## src/rtl/rv_mem_arbiter_if.sv

```systemverilog
// rv_mem_arbiter_if
//   Bundles the fetch port, the load/store port and the memory command/response
//   signals that pass through rv_mem_arbiter. Signal names are kept identical
//   to the original flat ports so existing wiring maps one-to-one.
//
//   slave  : view used by the arbiter (requests and memory read data in,
//            grants/responses and memory command out).
//   master : view used by the surrounding core/memory/testbench.
//
//   Fetch port    : i_i_req, i_i_addr -> o_i_gnt, o_i_rvalid, o_i_rdata
//   Data port     : i_d_req, i_d_we, i_d_addr, i_d_wdata, i_d_be
//                   -> o_d_gnt, o_d_rvalid, o_d_rdata
//   Memory port   : o_mem_en, o_mem_we, o_mem_addr, o_mem_wdata, o_mem_be
//                   <- i_mem_rdata
interface rv_mem_arbiter_if #(
  parameter int unsigned ADDR_W = 32,
  parameter int unsigned DATA_W = 32
);

  // Instruction-fetch port
  logic              i_i_req;
  logic [ADDR_W-1:0] i_i_addr;
  logic              o_i_gnt;
  logic              o_i_rvalid;
  logic [DATA_W-1:0] o_i_rdata;

  // Load/store port
  logic              i_d_req;
  logic              i_d_we;
  logic [ADDR_W-1:0] i_d_addr;
  logic [DATA_W-1:0] i_d_wdata;
  logic [3:0]        i_d_be;
  logic              o_d_gnt;
  logic              o_d_rvalid;
  logic [DATA_W-1:0] o_d_rdata;

  // Shared memory port
  logic              o_mem_en;
  logic              o_mem_we;
  logic [ADDR_W-1:0] o_mem_addr;
  logic [DATA_W-1:0] o_mem_wdata;
  logic [3:0]        o_mem_be;
  logic [DATA_W-1:0] i_mem_rdata;

  modport slave (
    input  i_i_req, i_i_addr,
    output o_i_gnt, o_i_rvalid, o_i_rdata,
    input  i_d_req, i_d_we, i_d_addr, i_d_wdata, i_d_be,
    output o_d_gnt, o_d_rvalid, o_d_rdata,
    output o_mem_en, o_mem_we, o_mem_addr, o_mem_wdata, o_mem_be,
    input  i_mem_rdata
  );

  modport master (
    output i_i_req, i_i_addr,
    input  o_i_gnt, o_i_rvalid, o_i_rdata,
    output i_d_req, i_d_we, i_d_addr, i_d_wdata, i_d_be,
    input  o_d_gnt, o_d_rvalid, o_d_rdata,
    input  o_mem_en, o_mem_we, o_mem_addr, o_mem_wdata, o_mem_be,
    output i_mem_rdata
  );

endinterface

```

## src/rtl/rv_mem_arbiter.sv

```systemverilog
// rv_mem_arbiter
//   Shares one single-port synchronous memory between the RV32I core's
//   instruction-fetch port and its load/store port. One transaction is in
//   flight at a time; the response (read data or store acknowledge) is
//   returned to the granted port MEM_LATENCY cycles after its grant.
//   Data accesses win ties, except that a fetch that has been left waiting
//   for MAX_WAIT consecutive cycles wins the next grant opportunity.
//
// Parameters
//   ADDR_W      byte address width
//   DATA_W      data width (32; byte enables are 4 bits)
//   MEM_LATENCY memory command to read data latency, >= 1
//   MAX_WAIT    fetch starvation limit in cycles, >= 1
//
// Ports
//   i_clk   rising-edge clock
//   i_rstn  asynchronous active-low reset
//   bus     rv_mem_arbiter_if.slave: fetch port, load/store port, memory port
module rv_mem_arbiter #(
  parameter int unsigned ADDR_W      = 32,
  parameter int unsigned DATA_W      = 32,
  parameter int unsigned MEM_LATENCY = 1,
  parameter int unsigned MAX_WAIT    = 4
) (
  input  logic            i_clk,
  input  logic            i_rstn,
  rv_mem_arbiter_if.slave bus
);

  localparam int unsigned CNT_W = (MEM_LATENCY > 1) ? $clog2(MEM_LATENCY) : 1;
  localparam int unsigned STV_W = $clog2(MAX_WAIT + 1);

  localparam logic [CNT_W-1:0] CNT_LOAD   = CNT_W'(MEM_LATENCY - 1);
  localparam logic [STV_W-1:0] STARVE_MAX = STV_W'(MAX_WAIT);

  typedef enum logic {
    ST_IDLE,
    ST_WAIT
  } state_t;

  typedef enum logic {
    OWN_I,
    OWN_D
  } owner_t;

  state_t           state,  state_n;
  owner_t           owner,  owner_n;
  logic [CNT_W-1:0] cnt,    cnt_n;
  logic [STV_W-1:0] starve, starve_n;

  logic rsp;        // response cycle of the outstanding transaction
  logic opp;        // a grant may be issued this cycle
  logic i_wins;     // fetch would win arbitration if granted now
  logic gnt_i;
  logic gnt_d;

  // --------------------------------------------------------------------------
  // Arbitration
  // --------------------------------------------------------------------------
  always_comb begin
    rsp    = (state == ST_WAIT) && (cnt == '0);
    // Gating with i_rstn keeps grants and o_mem_en low throughout reset.
    opp    = i_rstn && ((state == ST_IDLE) || rsp);
    i_wins = bus.i_i_req && (!bus.i_d_req || (starve == STARVE_MAX));
    gnt_i  = opp && i_wins;
    gnt_d  = opp && bus.i_d_req && !i_wins;
  end

  // --------------------------------------------------------------------------
  // State register
  // --------------------------------------------------------------------------
  always_ff @(posedge i_clk or negedge i_rstn) begin
    if (!i_rstn) begin
      state  <= ST_IDLE;
      owner  <= OWN_I;
      cnt    <= '0;
      starve <= '0;
    end else begin
      state  <= state_n;
      owner  <= owner_n;
      cnt    <= cnt_n;
      starve <= starve_n;
    end
  end

  // --------------------------------------------------------------------------
  // Next state
  // --------------------------------------------------------------------------
  always_comb begin
    state_n  = state;
    owner_n  = owner;
    cnt_n    = cnt;
    starve_n = starve;

    unique case (state)
      ST_IDLE: begin
        if (gnt_i || gnt_d) begin
          state_n = ST_WAIT;
          cnt_n   = CNT_LOAD;
          owner_n = gnt_d ? OWN_D : OWN_I;
        end
      end
      ST_WAIT: begin
        if (cnt != '0) begin
          cnt_n = cnt - CNT_W'(1);
        end else if (gnt_i || gnt_d) begin
          // Response cycle doubles as the next grant cycle.
          cnt_n   = CNT_LOAD;
          owner_n = gnt_d ? OWN_D : OWN_I;
        end else begin
          state_n = ST_IDLE;
        end
      end
      default: begin
        state_n = ST_IDLE;
      end
    endcase

    if (!bus.i_i_req || gnt_i) begin
      starve_n = '0;
    end else if (starve != STARVE_MAX) begin
      starve_n = starve + STV_W'(1);
    end
  end

  // --------------------------------------------------------------------------
  // Command path: idle command fields are driven to zero
  // --------------------------------------------------------------------------
  always_comb begin
    bus.o_mem_we    = 1'b0;
    bus.o_mem_addr  = '0;
    bus.o_mem_wdata = '0;
    bus.o_mem_be    = '0;
    if (gnt_d) begin
      bus.o_mem_we    = bus.i_d_we;
      bus.o_mem_addr  = bus.i_d_addr;
      bus.o_mem_wdata = bus.i_d_wdata;
      bus.o_mem_be    = bus.i_d_be;
    end else if (gnt_i) begin
      bus.o_mem_addr  = bus.i_i_addr;
      bus.o_mem_be    = '1;
    end
  end

  assign bus.o_mem_en = gnt_i | gnt_d;
  assign bus.o_i_gnt  = gnt_i;
  assign bus.o_d_gnt  = gnt_d;

  // --------------------------------------------------------------------------
  // Response path
  // --------------------------------------------------------------------------
  assign bus.o_i_rvalid = rsp && (owner == OWN_I);
  assign bus.o_d_rvalid = rsp && (owner == OWN_D);
  assign bus.o_i_rdata  = bus.i_mem_rdata;
  assign bus.o_d_rdata  = bus.i_mem_rdata;

endmodule
```

## src/flat_wrapper.sv

```systemverilog
// flat-port wrapper written by rule: the top's interface ports become plain ports
module rv_mem_arbiter_flat 
#(
  parameter int unsigned ADDR_W      = 32,
  parameter int unsigned DATA_W      = 32,
  parameter int unsigned MEM_LATENCY = 1,
  parameter int unsigned MAX_WAIT    = 4
)
  (i_clk, i_rstn, bus_i_i_req, bus_i_i_addr, bus_o_i_gnt, bus_o_i_rvalid, bus_o_i_rdata, bus_i_d_req, bus_i_d_we, bus_i_d_addr, bus_i_d_wdata, bus_i_d_be, bus_o_d_gnt, bus_o_d_rvalid, bus_o_d_rdata, bus_o_mem_en, bus_o_mem_we, bus_o_mem_addr, bus_o_mem_wdata, bus_o_mem_be, bus_i_mem_rdata);
  rv_mem_arbiter_if #(.ADDR_W(ADDR_W), .DATA_W(DATA_W)) bus_i ();
  input  logic i_clk;
  input  logic i_rstn;
  input wire logic [$bits(bus_i.i_i_req)-1:0] bus_i_i_req;
  input wire logic [$bits(bus_i.i_i_addr)-1:0] bus_i_i_addr;
  output wire logic [$bits(bus_i.o_i_gnt)-1:0] bus_o_i_gnt;
  output wire logic [$bits(bus_i.o_i_rvalid)-1:0] bus_o_i_rvalid;
  output wire logic [$bits(bus_i.o_i_rdata)-1:0] bus_o_i_rdata;
  input wire logic [$bits(bus_i.i_d_req)-1:0] bus_i_d_req;
  input wire logic [$bits(bus_i.i_d_we)-1:0] bus_i_d_we;
  input wire logic [$bits(bus_i.i_d_addr)-1:0] bus_i_d_addr;
  input wire logic [$bits(bus_i.i_d_wdata)-1:0] bus_i_d_wdata;
  input wire logic [$bits(bus_i.i_d_be)-1:0] bus_i_d_be;
  output wire logic [$bits(bus_i.o_d_gnt)-1:0] bus_o_d_gnt;
  output wire logic [$bits(bus_i.o_d_rvalid)-1:0] bus_o_d_rvalid;
  output wire logic [$bits(bus_i.o_d_rdata)-1:0] bus_o_d_rdata;
  output wire logic [$bits(bus_i.o_mem_en)-1:0] bus_o_mem_en;
  output wire logic [$bits(bus_i.o_mem_we)-1:0] bus_o_mem_we;
  output wire logic [$bits(bus_i.o_mem_addr)-1:0] bus_o_mem_addr;
  output wire logic [$bits(bus_i.o_mem_wdata)-1:0] bus_o_mem_wdata;
  output wire logic [$bits(bus_i.o_mem_be)-1:0] bus_o_mem_be;
  input wire logic [$bits(bus_i.i_mem_rdata)-1:0] bus_i_mem_rdata;
  assign bus_i.i_i_req = bus_i_i_req;
  assign bus_i.i_i_addr = bus_i_i_addr;
  assign bus_o_i_gnt = bus_i.o_i_gnt;
  assign bus_o_i_rvalid = bus_i.o_i_rvalid;
  assign bus_o_i_rdata = bus_i.o_i_rdata;
  assign bus_i.i_d_req = bus_i_d_req;
  assign bus_i.i_d_we = bus_i_d_we;
  assign bus_i.i_d_addr = bus_i_d_addr;
  assign bus_i.i_d_wdata = bus_i_d_wdata;
  assign bus_i.i_d_be = bus_i_d_be;
  assign bus_o_d_gnt = bus_i.o_d_gnt;
  assign bus_o_d_rvalid = bus_i.o_d_rvalid;
  assign bus_o_d_rdata = bus_i.o_d_rdata;
  assign bus_o_mem_en = bus_i.o_mem_en;
  assign bus_o_mem_we = bus_i.o_mem_we;
  assign bus_o_mem_addr = bus_i.o_mem_addr;
  assign bus_o_mem_wdata = bus_i.o_mem_wdata;
  assign bus_o_mem_be = bus_i.o_mem_be;
  assign bus_i.i_mem_rdata = bus_i_mem_rdata;
  rv_mem_arbiter #(.ADDR_W(ADDR_W), .DATA_W(DATA_W), .MEM_LATENCY(MEM_LATENCY), .MAX_WAIT(MAX_WAIT)) u_core (.i_clk(i_clk), .i_rstn(i_rstn), .bus(bus_i));
endmodule
```

## config.mk

```make
export PLATFORM = sky130hd
export DESIGN_NAME = rv_mem_arbiter_flat
export DESIGN_NICKNAME = d
export VERILOG_FILES = /design/src/rtl/rv_mem_arbiter_if.sv /design/src/rtl/rv_mem_arbiter.sv /design/src/flat_wrapper.sv
export SDC_FILE = /design/constraint.sdc
export NUM_CORES = 1
export LEC_CHECK = 0
export BUFFER_PORTS_ARGS = -buffer_cell sky130_fd_sc_hd__buf_4
export CAP_MARGIN = 20
export CORE_AREA = 2 2 107 109
export CTS_CLUSTER_SIZE = 25
export DETAILED_ROUTE_END_ITERATION = 12
export DIE_AREA = 0 0 109 111
export SLEW_MARGIN = 0
export SYNTH_ARGS = -nofsm -noshare
export SYNTH_HDL_FRONTEND = slang
export SYNTH_SLANG_ARGS = --single-unit
```

## constraint.sdc

```tcl
create_clock -name i_clk -period 2.5 [get_ports i_clk]
set_input_delay 0.375 -clock i_clk [delete_from_list [all_inputs] [get_ports i_clk]]
set_output_delay 0.375 -clock i_clk [all_outputs]
set_load 0.1 [all_outputs]
```

=== Word-level counts from Yosys, hierarchy flattened ===
Cells that the tools add are included.
W data, S select, Z words.

* Add/sub/neg operators: 2
* Bitwise logic cells: 4
* Reduce and logical (&&, ||, !) cells: 16
* Multiplexer cells: 18
* Equality and inequality tests: 4

{| class="wikitable"
|+ Operators by type and width
! cell !! number
|-
| $mux W32 || 3
|-
| $logic_and A1 B1 Y1 || 8
|-
| $mux W1 || 8
|-
| $mux W4 || 2
|-
| $mux W3 || 2
|-
| $pmux W1 S2 || 3
|-
| $logic_or A1 B1 Y1 || 4
|-
| $ne A2 B2 Y1 const B || 2
|-
| $add A3 B1 Y3 const B || 1
|-
| $eq A3 B3 Y1 const B || 1
|-
| $logic_not A1 Y1 || 3
|-
| $ne A3 B3 Y1 const B || 1
|-
| $not A1 Y1 || 3
|-
| $reduce_bool A2 Y1 || 1
|-
| $or A1 B1 Y1 || 1
|-
| $sub A1 B1 Y1 const B || 1
|}

* Input bits: 137
* Logic and storage cells: 48
* Output and inout bits: 138
* Register bits: 6

=== Longest topological paths before layout ===
* Depth in word-level cells: 10
* Mapped depth: 7
* Depth with buffers taken out: 5

=== Worst setup path after synthesis ===
No wires, ideal clock.

* Path kind: reg-to-output
* From: register u_core.starve[0]
* To: output port bus_o_mem_addr[27]
* Arrival: 2.337 ns
* Data required time: 2.125 ns
* Slack: -0.212 ns
* Path buffers: 1
* Cell stages (with the launch flop): 7
* Path through: dfrtp_1 -> inv_1 -> ha_1 -> and2_4 -> o211a_1 -> buf_2 -> a22o_1

* Word-level cells in the longest chain between the ends: 6

{| class="wikitable"
|+ Ends and longest elaborated chain
! what !! line !! RTL
|-
| start: declaration || rv_mem_arbiter.sv:49 || <nowiki>logic [STV_W-1:0] starve, starve_n;</nowiki>
|-
| start signal: assignment || rv_mem_arbiter.sv:82 || <nowiki>starve <= starve_n;</nowiki>
|-
| $eq A3 B3 Y1 || rv_mem_arbiter.sv:64 || <nowiki>i_wins = bus.i_i_req && (!bus.i_d_req || (starve == STARVE_MAX));</nowiki>
|-
| $logic_or A1 B1 Y1 || rv_mem_arbiter.sv:64 ||
|-
| $logic_and A1 B1 Y1 || rv_mem_arbiter.sv:64 ||
|-
| $logic_and A1 B1 Y1 || rv_mem_arbiter.sv:65 || <nowiki>gnt_i = opp && i_wins;</nowiki>
|-
| net bus_o_i_gnt || flat_wrapper.sv:15 || <nowiki>output wire logic [$bits(bus_i.o_i_gnt)-1:0] bus_o_i_gnt;</nowiki>
|-
| $mux W32 || rv_mem_arbiter.sv:139 || <nowiki>end else if (gnt_i) begin</nowiki>
|-
| $mux W32 || rv_mem_arbiter.sv:134 || <nowiki>if (gnt_d) begin</nowiki>
|-
| end: declaration || flat_wrapper.sv:28 || <nowiki>output wire logic [$bits(bus_i.o_mem_addr)-1:0] bus_o_mem_addr;</nowiki>
|}

The timed path passes the listed nets, and every way through them passes these cells.

=== Worst setup path after layout ===
* From: register u_core.starve[0]
* To: output port bus_o_mem_addr[11]

* Word-level cells in the longest chain between the ends: 6

{| class="wikitable"
|+ Ends and longest elaborated chain
! what !! line
|-
| $eq A3 B3 Y1 * || rv_mem_arbiter.sv:64
|-
| $logic_or A1 B1 Y1 * || rv_mem_arbiter.sv:64
|-
| $logic_and A1 B1 Y1 * || rv_mem_arbiter.sv:64
|-
| $logic_and A1 B1 Y1 / $logic_not A1 Y1 (equally long branches) || rv_mem_arbiter.sv:65, rv_mem_arbiter.sv:66
|-
| $mux W32 / $logic_and A1 B1 Y1 (equally long branches) || rv_mem_arbiter.sv:139, rv_mem_arbiter.sv:66
|-
| $mux W32 * || rv_mem_arbiter.sv:134
|}

Mark *: on every way between the ends. The rest lies on a longest branch, timed or not.

==> out/results.ini <==
[global_route]
antenna_found_initial = 0
overflow = 0
track_usage_pct = 9.14
grt_pass1_wl_um = 8340
grt_pass1_vias = 1657
grt_max_degree = 30

[place]
port_buffers = 178
hpwl_um = 5190
place_congestion = 0.681
placed_area_um2 = 2410
placedCellCount = 428

[synth]
synth_edf_count = 0
synth-seq-cells = 5
syn_inst = 177
yosys.cell_types.count = 25
yosys_warnings = 0
async_flop_share_pct = 100
yosysSeqAreaShare_pct = 9.02
synthesis.nets = 316
syn_area_um2 = 1390
avgSynthCellArea_um2 = 7.84
synth_ff_type = dfrtp_1

[timing]
fin_skew_ns = 0.000255
rsz0062_at_grt = false
finalHoldViolations = 0
setup_violations = 0
clock.fmax_mhz = 424
whs_ns = 0.435
fin_crit_ns = 2.36
fin_crit_sh_pct = 94.4
drv_slew = 0
worst_pin_slew_ns = 0.288
maxSlewHeadroom_pct = 81.0
setup_tns_ns = 0

[final_layout]
num-nets-final = 431
area_growth_pct = 83.6
final_area_um2 = 2550
antenna_cells = 0
drive_above_1_share_pct = 71.1
fillCellCount = 1207
final_cells = 434

[route]
drtAntennaViolNets = 0
routedWlPerCell_um = 13.7
vias = 1635
routed_wl_um = 5970
via_per_inst = 3.77
initialDrtViolationCount = 15
drc = 0
firstDrtPassIters = 4

[floorplanning]
core_area_um2 = 11100
dieArea_um2 = 12100
io_pins = 275
die_h_um = 111
start_util_pct = 12.5
die_w_um = 109
row_count = 39

[clock_network]
clk_latency_ns = 0.22
cts_made_buffers = 3
root_buffer = clkbuf_16
clock_sinks = 5
clk_transition_reported_paths_ns = 0.03
cts_max_path_buffers = 2
h-tree-depth = 1
cts_tree = built

[status]
status = completed

[run]
cap_viol_max_count = 0

[hold_path]
hold_path.class = input port to flop

[setup_path]
crit_path_start_kind = flop
cp.arrival_ns = 1.98
cp_max_fo = 20
endpoint_kind = primary output
crit_required_ns = 2.12
crit_type = flop to primary output

[power_and_ir_drop]
leakagePower_uw = 0.00138
ir_drop_uv = 179
power_density_nw_per_um2 = 461

## flip-flops by register name, indices dropped and copies added, names as in the netlist
register,flops
u_core.starve,3
u_core.state,1
u_core.owner,1
## power by group
group          internal [uW]  total (uW)  switching, uW
Combinational            246         822            576
Sequential              88.1        92.9           4.77
Clock                    211         260           49.1
Total                    545        1170            630
## placed cells by master, fill, tap and decap left out, drive strengths merged, types with 2 or more instances in the layout
cell type,netlist,layout
nor3,4,4
buf,74,184
a22o,32,32
nand2,2,2
nor2,3,3
and2,36,36
clkbuf,1,4
inv,4,4
a21boi,2,2
a21o,4,4
ha,2,2
dfrtp,5,5
## Yosys cell counts (2+ instances only)
cell | number | area [um2]
nor2_1 | 3 | 11.3
a21o_1 | 4 | 30.0
inv_1 | 4 | 15.0
ha_1 | 2 | 25.0
a22o_1 | 32 | 280
nor3_1 | 4 | 20.0
dfrtp_1 | 5 | 125
buf_2 | 4 | 20.0
and2_1 | 34 | 213
nand2_1 | 2 | 7.51
buf_4 | 64 | 480
buf_6 | 6 | 67.6
## layer usage
| metal | vias to the layer above | GRT usage, % | wire length [um] |
|---|---|---|---|
| li1 | 766 | - | - |
| met1 | 713 | 7.85 | 1850 |
| met2 | 129 | 18.1 | 3170 |
| met3 | 27 | 2.47 | 727 |
| met4 | 0 | 5.21 | 218 |
| met5 | - | 0 | 0 |
## through the flow
stage	total power (uW)	setup WS, ns	utilization (%)
2_1_floorplan	1150	0.0666	-
3_3_place_gp	906	0.315	21.8
3_5_place_dp	909	0.254	21.8
4_1_cts	1170	0.0102	22.6
5_1_grt	1220	0.0107	23.0
6_report	1170	0.140	23.0
## layout make-up
cell class              instances  area, um2  share of cell area, %
clock buffers                   4       78.8                   3.09
inverters                       4       15.0                  0.589
multi-input cells              93        704                   27.7
flip-flops and latches          5        125                   4.91
well taps                     143        179                   7.02
repair buffers                185       1450                   56.7
## what timing repair did
item,in CTS,in global routing
hold buffers,1,0
endpoints found under the setup margin,0,34
resized for setup,0,11
hold endpoints to repair,5,0
setup buffers,0,1
## cells by family after synthesis
logic type / synth area share (%)
AOI/OAI and AO/OA: 26.3
DFF: 9.02
and+or+nand+nor: 20.6
adders and majority gates: 1.80
buffers and inverters: 42.3
## path summary, 6_finish.rpt
path / startpoint / to / slack [ns] / cells after the start
max: u_core.starve[0]$_DFFE_PN0P_ / bus_o_mem_addr[11] / 0.14 / 7
min: bus_i_i_req / u_core.starve[0]$_DFFE_PN0P_ / 0.44 / 2
max reg2reg: u_core.starve[0]$_DFFE_PN0P_ / u_core.state$_DFF_PN0_ / 0.85 / 6
min reg2reg: u_core.owner$_DFFE_PN0P_ / u_core.owner$_DFFE_PN0P_ / 0.57 / 2
max in group asynchronous: i_rstn / u_core.starve[1]$_DFFE_PN0P_ / 1.70 / 2
min in group asynchronous: i_rstn / u_core.state$_DFF_PN0_ / 0.59 / 2
## critical path, cell delays in order (launching register included)
cell	delay (ns)
dfrtp_1	0.36
inv_1	0.07
ha_1	0.22
and2_4	0.17
a21boi_4	0.19
buf_4	0.26
a22o_1	0.19
buf_4	0.29
No activity file was read; power rests on OpenSTA's default activity.
